[src/rtl/alu_sequencer.sv]
// Control FSM feeding the ALU datapath: one reg-to-reg instruction per handshake, 5 cycles each.
// Optional SEQ_HOLD_EN adds a `hold` input that freezes the sequence and masks all bus strobes.
module alu_sequencer #(
  parameter int IDX_W    = 2,
  parameter int NUM_REGS = 4
) (
  input  logic                   clk,
  input  logic                   rst,
`ifdef SEQ_HOLD_EN
  input  logic                   hold,
`endif
  input  logic                   instr_valid,
  output logic                   instr_ready,
  input  logic [3+3*IDX_W-1:0]   instr,
  output logic [2:0]             opControl,
  output logic                   ALUin0,
  output logic                   ALUin1,
  output logic                   ALUOutLatch,
  output logic                   ALUOutEn,
  output logic [NUM_REGS-1:0]    reg_out_en,
  output logic [NUM_REGS-1:0]    reg_in_en,
  output logic                   busy,
  output logic                   done
);

  localparam logic [2:0] IDLE   = 3'd0;
  localparam logic [2:0] LOAD_A = 3'd1;
  localparam logic [2:0] LOAD_B = 3'd2;
  localparam logic [2:0] EXEC   = 3'd3;
  localparam logic [2:0] WRITE  = 3'd4;

  logic [2:0]             state;
  logic [3+3*IDX_W-1:0]   ir;
  logic                   done_q;
  logic                   hold_i;
  logic                   active;

  logic [2:0]             op;
  logic [IDX_W-1:0]       src_a;
  logic [IDX_W-1:0]       src_b;
  logic [IDX_W-1:0]       dst;

`ifdef SEQ_HOLD_EN
  assign hold_i = hold;
`else
  assign hold_i = 1'b0;
`endif

  assign active = !hold_i;

  assign op    = ir[3+3*IDX_W-1 -: 3];
  assign src_a = ir[3*IDX_W-1 -: IDX_W];
  assign src_b = ir[2*IDX_W-1 -: IDX_W];
  assign dst   = ir[IDX_W-1:0];

  // done_q freezes with the state so a held retire still pulses once hold drops
  always_ff @(posedge clk) begin
    if (rst) begin
      state  <= IDLE;
      ir     <= '0;
      done_q <= 1'b0;
    end else if (active) begin
      done_q <= (state == WRITE);
      case (state)
        IDLE: begin
          if (instr_valid) begin
            ir    <= instr;
            state <= LOAD_A;
          end
        end
        LOAD_A:  state <= LOAD_B;
        LOAD_B:  state <= EXEC;
        EXEC:    state <= WRITE;
        default: state <= IDLE;
      endcase
    end
  end

  always_comb begin
    instr_ready = (state == IDLE) && active;
    busy        = (state != IDLE);
    opControl   = (state == IDLE) ? 3'b000 : op;
    ALUin0      = active && (state == LOAD_A);
    ALUin1      = active && (state == LOAD_B);
    ALUOutLatch = active && (state == EXEC);
    ALUOutEn    = active && (state == WRITE);
    done        = active && done_q;
    reg_out_en  = '0;
    reg_in_en   = '0;
    // indices >= NUM_REGS match no bit, leaving the vector all zero
    for (int i = 0; i < NUM_REGS; i++) begin
      reg_out_en[i] = active && (((state == LOAD_A) && (src_a == IDX_W'(i))) ||
                                 ((state == LOAD_B) && (src_b == IDX_W'(i))));
      reg_in_en[i]  = active && (state == WRITE) && (dst == IDX_W'(i));
    end
  end

endmodule

[config.mk]
export PLATFORM = sky130hd
export DESIGN_NAME = alu_sequencer
export DESIGN_NICKNAME = d
export VERILOG_FILES = /design/src/rtl/alu_sequencer.sv
export SDC_FILE = /design/constraint.sdc
export NUM_CORES = 1
export LEC_CHECK = 0
export CAP_MARGIN = 10
export CORE_UTILIZATION = 41
export CTS_CLUSTER_SIZE = 10
export DETAILED_ROUTE_END_ITERATION = 10
export PLACE_DENSITY_LB_ADDON = 0.08
export SLEW_MARGIN = 15
export SYNTH_ARGS = -nofsm -noshare
export SYNTH_HDL_FRONTEND = slang
export SYNTH_SLANG_ARGS = --single-unit
[constraint.sdc]
create_clock -name clk -period 1.76 [get_ports clk]
set_clock_uncertainty 0.2 [all_clocks]
set_input_delay 0.352 -clock clk [delete_from_list [all_inputs] [get_ports clk]]
set_output_delay 0.352 -clock clk [all_outputs]
set_load 0.03 [all_outputs]
* Word-level counts from Yosys, hierarchy flattened *
Index checks and enable logic that the tools add are counted.

operators by class
  equal/unequal tests = 14
  multiplexer cells = 3
  reduce and logical (&&, ||, !) cells = 22

operators by type and width
  cell                                                 count
  equality test 2 bit, second input constant           6
  logical AND 1 bit                                    12
  case mux 3 bit (4 select lines)                      1
  equality test 2 x 1 -> 1 bit, second input constant  3
  equality test 3 x 2 -> 1 bit, second input constant  2
  zero test 2 bit                                      3
  two-way mux 3 bit                                    2
  logical OR 1 bit                                     4
  equality test 3 x 1 -> 1 bit, second input constant  1
  equality test 3 bit, second input constant           1
  zero test 3 bit                                      1
  nonzero test 3 bit                                   1
  != test 2 bit, second input constant                 1
  AND reduction 2 bit                                  1

storage, ports and cells
  flip-flop bits (word level) = 13
  input bits = 12
  output and inout port bits = 18
  logic and storage cells = 42

* Logic depth before layout (Yosys ltp) *
  word-level depth = 3
  mapped depth = 3
  gate-level depth less buffers = 3

* Least setup slack after synthesis *
OpenSTA, ideal clock, no wires.

  kind = flip-flop to output port
  from = register state[0]
  to = output busy
  arrival time = 1.698 ns
  required time = 1.208 ns
  slack = -0.490 ns
  stages on the path, launching flop included = 4
  buffers on the path = 1
  cell sequence = dfxtp_1 -> buf_6 -> nor3_1 -> inv_1

on the way
  longest elaborated chain between the ends = 1

RTL lines
  element                 line  text
  start, declared         32    logic [2:0] state;
  start signal, assigned  59    state <= IDLE;
  start signal, assigned  68    state <= LOAD_A;
  start signal, assigned  71    LOAD_A: state <= LOAD_B;
  nonzero test 3 bit      81    busy = (state != IDLE);
  end, declared           22    output logic busy,

Every way passes these cells.

* Worst setup path after layout *
  from = register state[2]
  to = output reg_out_en[2]

on the way
  longest elaborated chain between the ends = 3
  elaborated cells on any way between the ends = 5
  classes of those cells = eq/ne: 2; reduce/logical: 3

RTL lines
  element                                                                       line    text
  equality test 3 x 1 -> 1 bit or equality test 3 x 2 -> 1 bit (tied branches)  92, 93
  logical AND 1 bit (on tied branches)                                          92, 93
  logical OR 1 bit (*)                                                          92      reg_out_en[i] = active && (((state == LOAD_A) && (src_a == IDX_W'(i))) ||
  end, declared                                                                 20      output logic [NUM_REGS-1:0] reg_out_en,

Every way passes the cells marked *; elsewhere a longest branch is shown, timed or not.

==> results_tabular.tex <==
\begin{tabular}{lr}
\hline
Metric & Value \\
\hline
\multicolumn{2}{l}{\textbf{Run status}} \\
Status & finished with violations \\
Violated checks & negative setup slack \\
\multicolumn{2}{l}{\textbf{STA}} \\
Post-Route Hold Slack & 283 ps \\
Final-report max-slew violation count & 0 \\
Final setup margin & -308 ps \\
Worst-case headroom to the max-slew limit & between 80 and 90\% \\
Fin crit share & 117\% \\
RSZ-0062 raised after global routing & yes \\
Max Clock Freq & 484 MHz \\
Final setup violation count & 14 \\
Post-Route Setup TNS & -2740 ps \\
Transition time of the tightest slew-check pin & 298 ps \\
Final worst path period need & a little over 2000 ps \\
Final Hold Violating Endpoints & 0 \\
\multicolumn{2}{l}{\textbf{Finish}} \\
Post-layout utilization of the core & 79.6\% \\
Count of placed standard cells in the final layout, fillers left out & around 130 \\
Fraction of final layout cells with drive strength greater than 1 & around 46\% \\
Layout overhead on the synthesized area & 71.7\% \\
Finished layout cell area & around 1300 um\^{}2 \\
Number of antenna repair diodes & 0 \\
Number of nets at the end of the flow & $\sim$130 \\
\multicolumn{2}{l}{\textbf{Synthesis}} \\
Number of unique standard cell types used by synthesis & 26 \\
Flip-flop and latch count after synthesis & 13 \\
Ys async rst share & 0\% \\
Synthesized netlist cell count & just under 80 \\
Dominant cell type by area after synthesis & dfxtp\_1 \\
Count of flip-flops with a built-in enable after synthesis & 0 \\
Share of the yosys chip area belonging to registers & 35.6\% \\
Primary flip-flop cell chosen by synthesis mapping & dfxtp\_1 \\
Top cells by area in the synthesized netlist & dfxtp\_1, nand2b\_1, mux2i\_1 \\
Synth Net Count & 90 \\
Area share of the leading cell type in the synthesized netlist & a little over a third \\
Mean cell area of the mapped netlist & 9.37 um\^{}2 \\
Yosys warnings & 0 \\
Synthesized area & roughly 730 um\^{}2 \\
\multicolumn{2}{l}{\textbf{Worst setup path}} \\
Highest fanout seen on the critical path & 6 \\
Count of buffering cells on the critical path with inverters included & 1 \\
Slowest stage cell on the critical path & or4b\_4 \\
Worst EP arrival & 1520 ps \\
CP top delay family & simple AND/OR/NAND/NOR gates \\
Delay of the slowest critical-path stage & 550 ps \\
Sequence of cells on the critical path & or4b\_4 > o22ai\_2 > buf\_6 \\
Critical Path End Type & output port \\
Startpoint type of the worst setup path & register \\
WP data required & approximately 1200 ps \\
Kind of critical path & reg2out \\
\multicolumn{2}{l}{\textbf{Global route}} \\
Number of global-route vias before repair & 660 \\
Global-route usage over all layers & 20.6\% \\
Antenna violations before repair & 0 \\
First-pass GRT wire length & 2890 um \\
Pin count of the biggest net entering global routing & 23 \\
GRT overflow & 0 \\
\multicolumn{2}{l}{\textbf{Worst hold path}} \\
Class of the most critical hold timing path & reg2reg \\
\multicolumn{2}{l}{\textbf{Clock network}} \\
Total number of H-tree levels & 1 \\
Clock tree from TritonCTS & yes \\
Clock Tree Root & clkbuf\_4 \\
Clock insertion delay at the later pin of the skew report & between 200 and 300 ps \\
Total clock buffers created by CTS & 3 \\
Buffers from clock root to sink, at most & 2 \\
CTS Hold Bufs & 0 \\
CTS clock-pin slew for the worst setup and hold paths & about 80 ps \\
Sinks on Clock Net & 13 \\
\multicolumn{2}{l}{\textbf{Placed design}} \\
Number of buffers inserted by port buffering & 29 \\
Post-placement cell area & roughly 1100 um\^{}2 \\
DP Wirelength & between 1000 and 1500 um \\
Final GP Congestion & 0.745 \\
Placed Cells & approximately 130 \\
Placement Setup Slack & -93.1 ps \\
\multicolumn{2}{l}{\textbf{Route}} \\
Routed Antenna Nets & 0 \\
Total vias in the final route & between 600 and 700 \\
Wire length per cell after detailed routing & approximately 13 um \\
Mean number of vias per cell & 5.07 \\
DRC violation total after the first TritonRoute iteration & 8 \\
Number of iterations in the first detailed-routing pass & 6 \\
DRC Markers & 0 \\
DRT Wirelength & around 1800 um \\
\multicolumn{2}{l}{\textbf{Power and ir drop}} \\
Post-layout power & 858 uW \\
Maximum VDD drop & approximately 0.57 mV \\
Static leakage & roughly 0.53 nW \\
Power per Cell Area & about 700 nW/um\^{}2 \\
\multicolumn{2}{l}{\textbf{Die}} \\
Vertical die dimension & 44.2 um \\
\# rows & 14 \\
DIE AREA & 1950 um\^{}2 \\
Number of top-level pins & 30 \\
Core region area & $\sim$1600 um\^{}2 \\
Initial standard-cell utilization of the core & a little under half \\
Width of the chip & 44.2 um \\
\multicolumn{2}{l}{\textbf{Run}} \\
Max Cap Viol & 0 \\
\hline
\end{tabular}
[cell families after synthesis]
group	count (synthesis)	synth area share [%]
DFF	13	35.6
AOI/OAI and AO/OA	4	4.11
and+or+nand+nor	41	38.9
buffers and inverters	10	7.88
xor gates and xnor gates	1	1.20
muxes	9	12.3
[placed cells by master, fill, tap and decap left out, types with 2 or more instances in the layout]
cell,instances
nand2b_1,18
nor2_1,3
nor3_1,2
dfxtp_1,10
buf_4,13
inv_1,2
clkdlybuf4s50_1,11
mux2i_1,9
nor3b_4,2
inv_2,2
or4b_4,2
nor3b_2,2
dfxtp_4,2
buf_6,17
clkbuf_4,3
[state kept, by name, indices dropped and copies added (netlist names)]
signal  cells
ir          9
state       3
done        1
[where the power goes]
part           total [mW]  internal (mW)  switching (mW)
Sequential          0.349          0.318          0.0311
Combinational       0.327          0.174           0.153
Clock               0.182         0.0877          0.0942
Total               0.858          0.580           0.278
[worst reg2reg max path, cell delays in order (launching register included)]
cell	delay (ps)
dfxtp_4	370
buf_6	120
buf_6	120
nor4b_2	210
buf_4	250
mux2i_1	210
[layer usage]
layer | part of all wire, % | GRT usage, % | vias to the layer above
li1 | - | - | 344
met1 | 45 | 23.9 | 314
met2 | 50 | 35.0 | 20
met3 | 3.5 | 4.90 | 2
met4 | 1.1 | 10.9 | 0
met5 | 0 | 0 | -
[what timing repair did]
action / CTS / global route
resized for setup: 21 / 9
pin swaps: 4 / 2
endpoints found under the setup margin: 18 / 17
setup buffers: 1 / 1
[cells in the mapped netlist, drive strengths merged (2+ instances only)]
cell type and number:
buf 4, clkbuf 2, dfxtp 13, inv 4, mux2i 9, nand2b 18
nor2 3, nor2b 2, nor3 4, nor3b 4, o22ai 2, o2bb2ai 2
or4b 2
[final cells by class]
type	instances	area (um^2)
clock buffer	4	26.3
fill	107	322
inverter	4	15.0
multi-input combinational	55	517
sequential	13	269
tap	16	20.0
timing repair buffer	42	408
[worst paths after layout]
kind	from	end	slack, ps	cells past startpoint
min reg2reg	ir[7]$_SDFFE_PP0P_	ir[7]$_SDFFE_PP0P_	280	2
min	ir[7]$_SDFFE_PP0P_	ir[7]$_SDFFE_PP0P_	280	2
max reg2reg	state[2]$_SDFFE_PP0P_	ir[6]$_SDFFE_PP0P_	210	5
max	state[2]$_SDFFE_PP0P_	reg_out_en[2]	-310	3
Note: power is estimated with default switching activity, not from simulation.
